<file path="config.mk">
export PLATFORM = sky130hd
export DESIGN_NAME = serial_subtractor_n_flat
export DESIGN_NICKNAME = d
export VERILOG_FILES = /design/src/rtl/serial_subtractor_n_if.sv /design/src/rtl/serial_subtractor_n.sv /design/src/flat_wrapper.sv
export SDC_FILE = /design/constraint.sdc
export NUM_CORES = 1
export LEC_CHECK = 0
export ABC_AREA = 1
export BUFFER_PORTS_ARGS = -buffer_cell sky130_fd_sc_hd__buf_2
export CORE_AREA = 3 3 59 61
export DETAILED_ROUTE_END_ITERATION = 6
export DIE_AREA = 0 0 62 64
export PLACE_DENSITY_LB_ADDON = 0.12
export SETUP_SLACK_MARGIN = 0.1
export SYNTH_ARGS = -nofsm -noshare
export SYNTH_HDL_FRONTEND = slang
export SYNTH_SLANG_ARGS = --single-unit
export TNS_END_PERCENT = 30
</file>
<file path="constraint.sdc">
create_clock -name clk -period 1.4 [get_ports clk]
set_clock_uncertainty 0.05 [all_clocks]
set_input_delay 0.07 -clock clk [delete_from_list [all_inputs] [get_ports clk]]
set_output_delay 0.07 -clock clk [all_outputs]
set_load 0.03 [all_outputs]
</file>
<file path="src/rtl/serial_subtractor_n_if.sv">
// Operand/result handshake bundle for the bit-serial subtractor.
// slave = the subtractor itself, master = whoever feeds and drains it.
interface serial_subtractor_n_if #(
    parameter int N = 8
);
    logic         in_valid;
    logic         in_ready;
    logic [N-1:0] a;
    logic [N-1:0] b;
    logic         b_in;
    logic         out_valid;
    logic         out_ready;
    logic [N-1:0] diff;
    logic         b_out;

    modport slave (
        input  in_valid, a, b, b_in, out_ready,
        output in_ready, out_valid, diff, b_out
    );

    modport master (
        output in_valid, a, b, b_in, out_ready,
        input  in_ready, out_valid, diff, b_out
    );
endinterface

</file>
<file path="src/rtl/serial_subtractor_n.sv">
// Bit-serial N-bit subtractor: diff = a - b - b_in, one bit per clock, LSB first,
// through a single full-subtractor cell. Operands in and result out each use a
// valid/ready handshake; accept and drain never overlap.
module serial_subtractor_n #(
    parameter int N = 8
) (
    input  logic                  clk,
    input  logic                  rst,
    input  logic                  ena,
    output logic                  busy,
    serial_subtractor_n_if.slave  bus
);
    localparam int CNT_W = $clog2(N + 1);
    localparam logic [CNT_W-1:0] LAST_BIT = CNT_W'(N - 1);

    localparam logic [1:0] S_IDLE  = 2'd0;
    localparam logic [1:0] S_SHIFT = 2'd1;
    localparam logic [1:0] S_DONE  = 2'd2;

    logic [1:0]       state_q, state_d;
    logic [N-1:0]     sa_q, sa_d;      // minuend, consumed from bit 0
    logic [N-1:0]     sb_q, sb_d;      // subtrahend, consumed from bit 0
    logic             br_q, br_d;      // running borrow
    logic [CNT_W-1:0] cnt_q, cnt_d;
    logic [N-1:0]     diff_q, diff_d;  // result builds in from the top
    logic             bout_q, bout_d;

    // Single full-subtractor cell on the current LSBs.
    logic dbit, br_nxt;
    assign dbit   = sa_q[0] ^ sb_q[0] ^ br_q;
    assign br_nxt = (~sa_q[0] & sb_q[0]) | (~(sa_q[0] ^ sb_q[0]) & br_q);

    // Next-state logic; with ena low every register keeps its value.
    always_comb begin
        state_d = state_q;
        sa_d    = sa_q;
        sb_d    = sb_q;
        br_d    = br_q;
        cnt_d   = cnt_q;
        diff_d  = diff_q;
        bout_d  = bout_q;
        if (ena) begin
            case (state_q)
                S_IDLE: begin
                    if (bus.in_valid) begin
                        sa_d    = bus.a;
                        sb_d    = bus.b;
                        br_d    = bus.b_in;
                        cnt_d   = '0;
                        state_d = S_SHIFT;
                    end
                end
                S_SHIFT: begin
                    sa_d   = sa_q >> 1;
                    sb_d   = sb_q >> 1;
                    br_d   = br_nxt;
                    // Shift form keeps this legal for N == 1 (no reversed slice).
                    diff_d = (diff_q >> 1) | (N'(dbit) << (N - 1));
                    cnt_d  = cnt_q + CNT_W'(1);
                    if (cnt_q == LAST_BIT) begin
                        bout_d  = br_nxt;
                        state_d = S_DONE;
                    end
                end
                S_DONE: begin
                    // diff/b_out are left alone so the last result stays visible.
                    if (bus.out_ready) state_d = S_IDLE;
                end
                default: state_d = S_IDLE;
            endcase
        end
    end

    // State registers; reset discards any operation in flight.
    always_ff @(posedge clk or posedge rst) begin
        if (rst) begin
            state_q <= S_IDLE;
            sa_q    <= '0;
            sb_q    <= '0;
            br_q    <= 1'b0;
            cnt_q   <= '0;
            diff_q  <= '0;
            bout_q  <= 1'b0;
        end else begin
            state_q <= state_d;
            sa_q    <= sa_d;
            sb_q    <= sb_d;
            br_q    <= br_d;
            cnt_q   <= cnt_d;
            diff_q  <= diff_d;
            bout_q  <= bout_d;
        end
    end

    // Handshake and status flags decode directly from the registered state.
    assign bus.in_ready  = (state_q == S_IDLE);
    assign bus.out_valid = (state_q == S_DONE);
    assign busy          = (state_q == S_SHIFT);
    assign bus.diff      = diff_q;
    assign bus.b_out     = bout_q;
endmodule

</file>
<file path="src/flat_wrapper.sv">
// flat-port wrapper written by rule: the top's interface ports become plain ports
module serial_subtractor_n_flat 
#(
    parameter int N = 8
)
  (clk, rst, ena, busy, bus_in_valid, bus_a, bus_b, bus_b_in, bus_out_ready, bus_in_ready, bus_out_valid, bus_diff, bus_b_out);
  serial_subtractor_n_if #(.N(N)) bus_i ();
  input  logic clk;
  input  logic rst;
  input  logic ena;
  output logic busy;
  input wire logic [$bits(bus_i.in_valid)-1:0] bus_in_valid;
  input wire logic [$bits(bus_i.a)-1:0] bus_a;
  input wire logic [$bits(bus_i.b)-1:0] bus_b;
  input wire logic [$bits(bus_i.b_in)-1:0] bus_b_in;
  input wire logic [$bits(bus_i.out_ready)-1:0] bus_out_ready;
  output wire logic [$bits(bus_i.in_ready)-1:0] bus_in_ready;
  output wire logic [$bits(bus_i.out_valid)-1:0] bus_out_valid;
  output wire logic [$bits(bus_i.diff)-1:0] bus_diff;
  output wire logic [$bits(bus_i.b_out)-1:0] bus_b_out;
  assign bus_i.in_valid = bus_in_valid;
  assign bus_i.a = bus_a;
  assign bus_i.b = bus_b;
  assign bus_i.b_in = bus_b_in;
  assign bus_i.out_ready = bus_out_ready;
  assign bus_in_ready = bus_i.in_ready;
  assign bus_out_valid = bus_i.out_valid;
  assign bus_diff = bus_i.diff;
  assign bus_b_out = bus_i.b_out;
  serial_subtractor_n #(.N(N)) u_core (.clk(clk), .rst(rst), .ena(ena), .busy(busy), .bus(bus_i));
endmodule
</file>
# Word level (Yosys, flattened, before mapping)
# Cells that the tools add are included.
word_totals:
  ff_bits: 32
  input_bits: 22
  out_inout_bits: 12
  word_cells: 40
classes:
  n_addsub: 1
  eq_ne: 6
  mux: 12
  n_bitwise: 8
  reduce_logical: 6
op_table:
  columns: ["operator", "count"]
  rows:
  - ["$pmux 8 s2", 2]
  - ["$mux 8", 2]
  - ["$or 7x8->8", 1]
  - ["$pmux 4 s2", 1]
  - ["$mux 2", 3]
  - ["$pmux 2 s3", 1]
  - ["$reduce_and 3->1", 2]
  - ["$add 4x1->4 const B", 1]
  - ["$eq 4x3->1 const B", 1]
  - ["$mux 4", 1]
  - ["$ne 2x2->1 const B", 2]
  - ["$reduce_and 4->1", 1]
  - ["$and 1x1->1", 2]
  - ["$eq 2x1->1 const B", 1]
  - ["$eq 2x2->1 const B", 1]
  - ["$logic_not 2->1", 1]
  - ["$ne 2x1->1 const B", 1]
  - ["$not 1->1", 2]
  - ["$pmux 1 s2", 1]
  - ["$reduce_and 2->1", 1]
  - ["$reduce_bool 2->1", 1]
  - ["$xor 1x1->1", 2]
  - ["$mux 1", 1]
  - ["$or 1x1->1", 1]

# Longest topological paths before layout
# Gate-level depths: netlist of the first run.
logic_depth:
  ltp_word: 5
  depth_mapped: 7
  mapped_depth_nobuf: 6

# Worst setup path before layout of the first run
# Ideal clock, no wire load.
synth_path:
  path_type: "register to register"
  startpoint: "reg u_core.state_q[0]"
  endpoint: "reg u_core.sb_q[0]"
  setup_time_ps: 119
  t_arrival_ps: 1045
  required_ps: 1231
  path_slack_ps: 186
  path_stages_with_launch: 7
  n_path_buf: 2
  synth_period_minus_slack_ps: 1214
  cell_sequence: "dfrtp_1 -> nor2_2 -> nor2_2 -> buf_4 -> buf_6 -> nand2_1 -> o21ai_2"
synth_via:
  elab_chain_len: 3
  elab_cells_between_ends: 6
  cone_classes: "2 x eq/ne; 1 x mux; 3 x reduce/logical"
synth_lines:
  columns: ["element", "line", "text"]
  rows:
  - ["start: declaration", "serial_subtractor_n.sv:20", "logic [1:0] state_q, state_d;"]
  - ["start signal: assignment", "serial_subtractor_n.sv:85", "state_q <= state_d;"]
  - ["$logic_not 2->1 or $eq 2x1->1 (tied branches)", "serial_subtractor_n.sv:43", "case (state_q)"]
  - ["$ne 2x2->1 (no source line) or $reduce_bool 2->1 (tied branches)", null, null]
  - ["$reduce_and 3->1 (no source line)", null, null]
  - ["end signal: assignment", "serial_subtractor_n.sv:79", "sb_q <= '0;"]
  - ["end signal: assignment", "serial_subtractor_n.sv:87", "sb_q <= sb_d;"]
  - ["end: declaration", "serial_subtractor_n.sv:22", "logic [N-1:0] sb_q, sb_d;"]
# Parallel ways exist; a longest one is shown, timed or not.
# A chain may end at the register's enable or synchronous reset.

# Worst setup path in the final report of the first run
layout_path:
  startpoint: "reg u_core.state_q[0]"
  endpoint: "out busy"
layout_via:
  elab_chain_len: 1
layout_lines:
  columns: ["element", "line", "text"]
  rows:
  - ["$eq 2x1->1", "serial_subtractor_n.sv:98", "assign busy = (state_q == S_SHIFT);"]
  - ["end: declaration", "flat_wrapper.sv:11", "output logic busy;"]
# Every way passes these cells.

==> impl_results.md, run 1 <==
- Starting Density: 0.519
- Yosys top cell area share: 0.510
- # H-tree levels: 2
- Core area: 3030 um^2
- Die Ht: 64 um
- Syn_area_per_cell: 8.09 um^2
- Drc violations: 0
- Failing checks: hold timing
- Part of the Yosys area used for sequential elements: 0.510
- Reg-to-reg startpoint: u_core.state_q[1]
- Slew @ Worst Pin: 401 ps
- Synthesized instance count: 194
- Fin. Hold Viols: 1
- CP arrival: 1220 ps
- Total congestion overflow: 0
- Yosys warns: 0
- Hold_ws: -0.0803 ps
- Min-delay src: bus_b[0]
- Mapped cell area: 1570 um^2
- Pwr dens: 1800 nW/um^2
- CTS Buf Count: 5
- Post-DRT Antenna Nets: 0
- Routed WL per cell: 12.0 um
- Final Wtd Congestion: 0.795
- Hold Path Depth: 5
- Area growth syn-to-layout: 31.6%
- Vias per cell: 4.87
- Longest Clk Path Bufs: 2
- RR Endpoint: u_core.sa_q[4]
- Share of cells above drive strength 1: 0.306
- Post-DP Area: 1800 um^2
- Antenna fix cells: 0
- Hold-critical path endpoint: u_core.sb_q[0]
- First-pass DRT Iterations: 4
- Reg2reg setup slack: 100 ps
- Final-report setup violation count: 0
- RSZ-0062 raised after global routing: true
- Slowest CP cell: dfrtp_2
- Initial DRC Count: 57
- Critical path origin: u_core.state_q[0]
- Yosys cell types: 19
- Num ports: 34
- Max-cap violations: 0
- Die area: 3970 um^2
- Synth Net Count: 218
- I/O Buffers: 33
- Peak Freq: 747 MHz
- Largest net degree at the start of global routing: 33
- HPWL after DPL: 2110 um
- Vias in the first global route: 1367
- Setup CP Type: reg2out
- Min Tclk post-route: 1340 ps
- Reg2reg path depth: 6
- Root Driver: clkbuf_4
- Clock Sinks: 32
- Peak supply drop: 0.802 mV
- Clock latency on the worst-skew pair: 330 ps
- FP Rows: 20
- CTS tree: built
- Final Max Tran Viols: 0
- Chip Width: 62 um
- Crit-path max FO: 6
- Total GRT Usage: 0.192
- Critical Path, Cell by Cell: nand2_4, buf_12, clkinv_8, buf_8
- Slew HR: 0.733
- DP Cell Count: 268
- Status: finished with violations
- Setup crit end kind: primary output
- Detailed-route wire length: 3470 um
- Fin crit share: 0.956
- Antenna violations before repair: 0
- Global-route wire length before repair: 5730 um
- Clock transition at the registers of the reported paths: 100 ps
- Slowest Stage Delay on Critical Path: 470 ps
- Min-delay worst type: in2reg
- Final net count: 268
- Worst path required time: 1280 ps
- Static Leak: 1.10 nW
- Finished Layout Cells: 289
- Setup tns final: 0 ps
- Critical Path Start Type: register
- Final Cell Area: 2070 um^2
- Area leader, netlist: dfrtp_1
- Synth Register Bits: 32
- Area contributors post-synth: dfrtp_1 51%, nand2_1 17%, o21ai_0 7.6%
- Vias: 1408
synth_stat cells:
library cell / number
nand2_1: 71
dfrtp_1: 32
o21ai_0: 24
inv_1: 23
o21ai_2: 10
nor2_1: 7
nand3_1: 6
buf_2: 4
buf_4: 3
nor2_2: 3
a21oi_1: 2
inv_2: 2
buf_6: 1
fa_1: 1
ha_1: 1
mux2i_1: 1
nand2_2: 1
o21ai_1: 1
xor2_1: 1
registers in the layout (all words and copies together) (netlist names):
name	flops
u_core.bus.diff	8
u_core.sa_q	8
u_core.sb_q	8
u_core.cnt_q	4
u_core.state_q	2
u_core.br_q	1
u_core.bus.b_out	1
placed cells by master (no fill, tap or decap), drive strengths merged, types with 2 or more instances in the layout:
master and count:
buf 45, clkbuf 8, a21oi 2, inv 24, dlygate4sd3 5, o21ai 35, nor2 10, nand2 72
dfrtp 32, nand3 6
cell type report:
type | instances | area, um^2
Timing Repair Buffer | 51 | 392
Clock buffer | 8 | 58.8
Tap cell | 44 | 55.1
Fill cell | 245 | 962
Inverter | 25 | 106
Sequential cell | 32 | 802
Multi-Input combinational cell | 129 | 652
critical path, delay by kind of cell, from the launching register on:
| kind | cells | cell delay, ps |
|---|---|---|
| and+or+nand+nor | 1 | 120 |
| buffers and inverters | 3 | 290 |
| DFF | 1 | 470 |
worst max-delay path by stage:
stage	endpoint	cells past startpoint	slack (ps)
final	busy	4	60
after global routing	busy	5	3
after CTS	busy	5	80
after detailed placement	u_core.cnt_q[3]	7	90
after global placement	u_core.cnt_q[3]	7	130
after floorplan	u_core.sb_q[0]	6	190
stage by stage:
stage | util | setup slack (ps) | power (mW)
6_report | 0.682 | 60.9 | 3.72
5_1_grt | 0.682 | 2.88 | 4.01
4_1_cts | 0.661 | 75.7 | 3.63
3_5_place_dp | 0.594 | 91.2 | 2.92
3_3_place_gp | 0.594 | 127 | 2.87
2_1_floorplan | - | 186 | 2.52
routing by layer:
metal | wire, um | share of wire | global-route usage | up-vias
li1 | - | - | - | 704
met1 | 1460 | 0.42 | 0.230 | 644
met2 | 1780 | 0.51 | 0.329 | 47
met3 | 155 | 0.045 | 0.0364 | 13
met4 | 84 | 0.024 | 0.0690 | 0
met5 | 0 | 0 | 0 | -
where the power goes:
group | switching (mW) | internal [mW] | leakage (nW) | total, mW
combinational | 1.02 | 0.683 | 0.653 | 1.70
sequential | 0.187 | 1.28 | 0.413 | 1.47
clock | 0.300 | 0.248 | 0.0326 | 0.548
what timing repair did:
item	in CTS	in global routing
setup buffers	6	1
endpoints found under the hold margin	36	0
pin swaps	0	3
gates resized for setup	6	21
setup endpoints to repair	4	35
hold buffers	5	0
gates cloned	1	0
cells by family (layout without fill, tap and decap cells):
kind of cell    Yosys count  in the layout  synth area share
compound gates           37             37             0.142
xor+xnor                  1              1           0.00558
mux                       1              1           0.00637
flops                    32             32             0.510
buf+inv                  33             84            0.0940
simple gates             88             88             0.222
fa+ha+maj                 2              2            0.0207
(Power assumes the default switching activity.)
==> run 2, diff against run 1 <==
- ABC_AREA: 1 -> 0
- CORE_AREA: 3 3 59 61 -> 3 3 58 60
- DIE_AREA: 0 0 62 64 -> 0 0 61 63
==> run 2 against run 1 <==
Net effect: the flow now finishes without violations; clock power rose by 1%; sequential power hardly changed; largest cell class unchanged; fmax fell by 0.50%; area after synthesis decreased by 4.9%; register-to-register slack worse by 50 ps; combinational power decreased by 12%.
==> impl_results.md, run 2 <==
- Status: completed
- Post-synth EDFFs: 0 (unchanged)
- CTS Buf Count: 5 (unchanged)
- Clock latency on the worst-skew pair: 330 ps (about the same)
- Pre-CTS setup slack: -3.12 ps (-94.4 ps)
- Global-route wire length before repair: 5820 um (+1.7%)
- Static Leak: 0.924 nW (-16%)
- Starting Density: 0.502 (-0.0169)
- Fin. Hold Viols: 0 (-1)
- Core area: 2980 um^2 (-1.7%)
- Peak supply drop: 0.780 mV (-2.7%)
- Worst Setup EP: u_core.bus.diff[5]
- Longest Clk Path Bufs: 2 (unchanged)
- Yosys top cell area share: 0.536 (+0.0261)
- Pwr Total: 3.53 mW (-4.9%)
- Worst path required time: 1570 ps (+290 ps)
- Part of the Yosys area used for sequential elements: 0.536 (+0.0261)
- Met3 routed WL: 157 um (+1.3%)
- I/O Buffers: 33 (unchanged)
- FP Rows: 20 (unchanged)
- Min-delay worst type: in2reg
- Routed WL per cell: 15.2 um (+27%)
- Final Wtd Congestion: 0.741 (-6.8%)
- Reg-to-reg startpoint: u_core.state_q[0]
- Initial DRC Count: 38 (-33%)
- Fin crit share: 0.961 (+0.00482)
- Slew HR: 0.716 (-0.0167)
- Area contributors post-synth: dfrtp_1 54%, o21ai_0 13%, mux2i_1 9.4%
- Area leader, netlist: dfrtp_1
- Total congestion overflow: 0 (unchanged)
- PnR worst setup slack: 54.2 ps (-6.75 ps)
- Syn_area_per_cell: 11.1 um^2 (+38%)
- CTS tree: built
- Critical Path Start Type: register
- HPWL after DPL: 2150 um (+1.7%)
- Share of cells above drive strength 1: 0.369 (+0.0626)
- Setup crit end kind: register
- Max-cap violations: 0 (unchanged)
- Critical path origin: u_core.state_q[0]
- CP arrival: 1510 ps (+290 ps)
- Chip Width: 61 um (-1.6%)
- Crit-path max FO: 9 (+3)
- Synth Net Count: 158 (-28%)
- Die area: 3840 um^2 (-3.2%)
- Slew @ Worst Pin: 426 ps (+24.6 ps)
- Routed wl met2: 1790 um (+0.85%)
- Pwr dens: 1650 nW/um^2 (-8.1%)
- Area growth syn-to-layout: 43.0%
- Root Driver: clkbuf_4
- Yosys cell types: 28 (+9)
- Detailed-route wire length: 3520 um (+1.4%)
- Clock Sinks: 32 (unchanged)
- Peak Freq: 743 MHz (-0.50%)
- Finished Core Util: 0.718 (+0.0354)
- Hold_ws: 20.0 ps (+20.1 ps)
- Clock transition at the registers of the reported paths: 100 ps (about the same)
- Final net count: 221 (-18%)
- Mapped cell area: 1490 um^2 (-4.9%)
- Yosys warns: 0 (unchanged)
- Total GRT Usage: 0.199 (+0.00707)
- Primary FF master, synth: dfrtp_1
- Min Tclk post-route: 1350 ps (+6.75 ps)
- Num ports: 34 (unchanged)
- Synth Register Bits: 32 (unchanged)
- Vias per cell: 5.57 (+14%)
- Most common cell after layout, fill and taps aside: dfrtp_1
- Vias: 1287 (-8.6%)
- Max Used Layer: met4
- Reg2reg setup slack: 50 ps (-50 ps)
- Antenna fix cells: 0 (unchanged)
- Antenna violations before repair: 0 (unchanged)
- Drc violations: 0 (unchanged)
- M1 wire length: 1490 um (+2.4%)
- Post-synth top cells: 38 x o21ai_0, 32 x dfrtp_1, 14 x mux2i_1
- Reg2reg path depth: 5 (-1)
- Largest net degree at the start of global routing: 24 (-27%)
- Vias in the first global route: 1295 (-5.3%)
- Most frequent cells in the layout: 31 x dfrtp_1, 30 x buf_2, 27 x o21ai_0
- Die Ht: 63 um (-1.6%)
- RR Endpoint: u_core.bus.diff[5]
- Final-report setup violation count: 0 (unchanged)
- Final Max Tran Viols: 0 (unchanged)
- Ys async rst share: 1.00 (unchanged)
- Setup tns final: 0 ps (unchanged)
- Post-DRT Antenna Nets: 0 (unchanged)
- Synthesized instance count: 134 (-31%)
- First-pass DRT Iterations: 4 (unchanged)
- # H-tree levels: 2 (unchanged)
- Setup CP Type: reg2reg
- RSZ-0062 raised after global routing: true
- Top-count cell post-synth: o21ai_0
run 2: changes by cell type after synthesis, moves of 6 or more:
cell      change
clkbuf_1      +6
inv_1        -20
mux2_2        +8
mux2i_1      +13
nand2_1      -69
o21ai_0      +14
o21ai_2      -10
run 2: worst max-delay path, cell delays in order, from the launching register on:
cell and delay [ps]:
dfrtp_1 430, buf_6 140, nand2b_4 110, inv_6 60, nand2_8 100, mux2_2 330
run 2: worst min-delay path by stage:
stage          startpoint                end  slack [ps]  depth (start not counted)
2_1_floorplan         ena  u_core.state_q[0]         110                          1
3_3_place_gp          rst     u_core.sa_q[0]          30                          2
3_5_place_dp          rst     u_core.sa_q[0]          50                          2
4_1_cts               ena  u_core.state_q[0]         0.3                          2
5_1_grt               ena  u_core.state_q[0]          20                          2
6_report              ena  u_core.state_q[0]          20                          2
run 2: kinds of logic after synthesis:
family                   count (synthesis)  share of synthesized area
multiplexers                            22                      0.154
adder cells (fa/ha/maj)                  2                     0.0218
flip-flops                              32                      0.536
AO/OA/AOI/OAI                           47                      0.168
AND/OR/NAND/NOR                         18                     0.0771
buffers and inverters                   13                     0.0427
run 2: metal layers:
metal | up-vias | global-route usage
met5 | - | 0
met4 | 0 | 0.0650
met3 | 8 | 0.0496
met2 | 29 | 0.325
met1 | 643 | 0.252
li1 | 607 | -
run 2: what timing repair did:
item                                    in CTS  in global routing
cloned                                       0                  1
resized for setup                           16                 20
setup buffers                                2                  1
endpoints found under the setup margin      30                 32
endpoints found under the hold margin       28                  0
hold buffers                                20                  0
run 2: per-stage QoR:
step | instance area (um^2) | std cells
after floorplan | 1510 | 134
final | 2140 | 231
after global placement | 1730 | 199
after global routing | 2140 | 231
after CTS | 2060 | 229
after detailed placement | 1730 | 199
run 2: where the power goes:
part / internal, mW / total, mW / switching [mW]
clock network: 0.248 / 0.555 / 0.307
registers: 1.27 / 1.49 / 0.220
logic: 0.687 / 1.49 / 0.800
total: 2.21 / 3.53 / 1.33
run 2: cell type report:
type	instances	area (um^2)
fillers	221	841
clock buffers	8	58.8
inverters	4	20.0
well taps	33	41.3
multi-input cells	89	691
repair buffers	65	524
flip-flops and latches	32	802
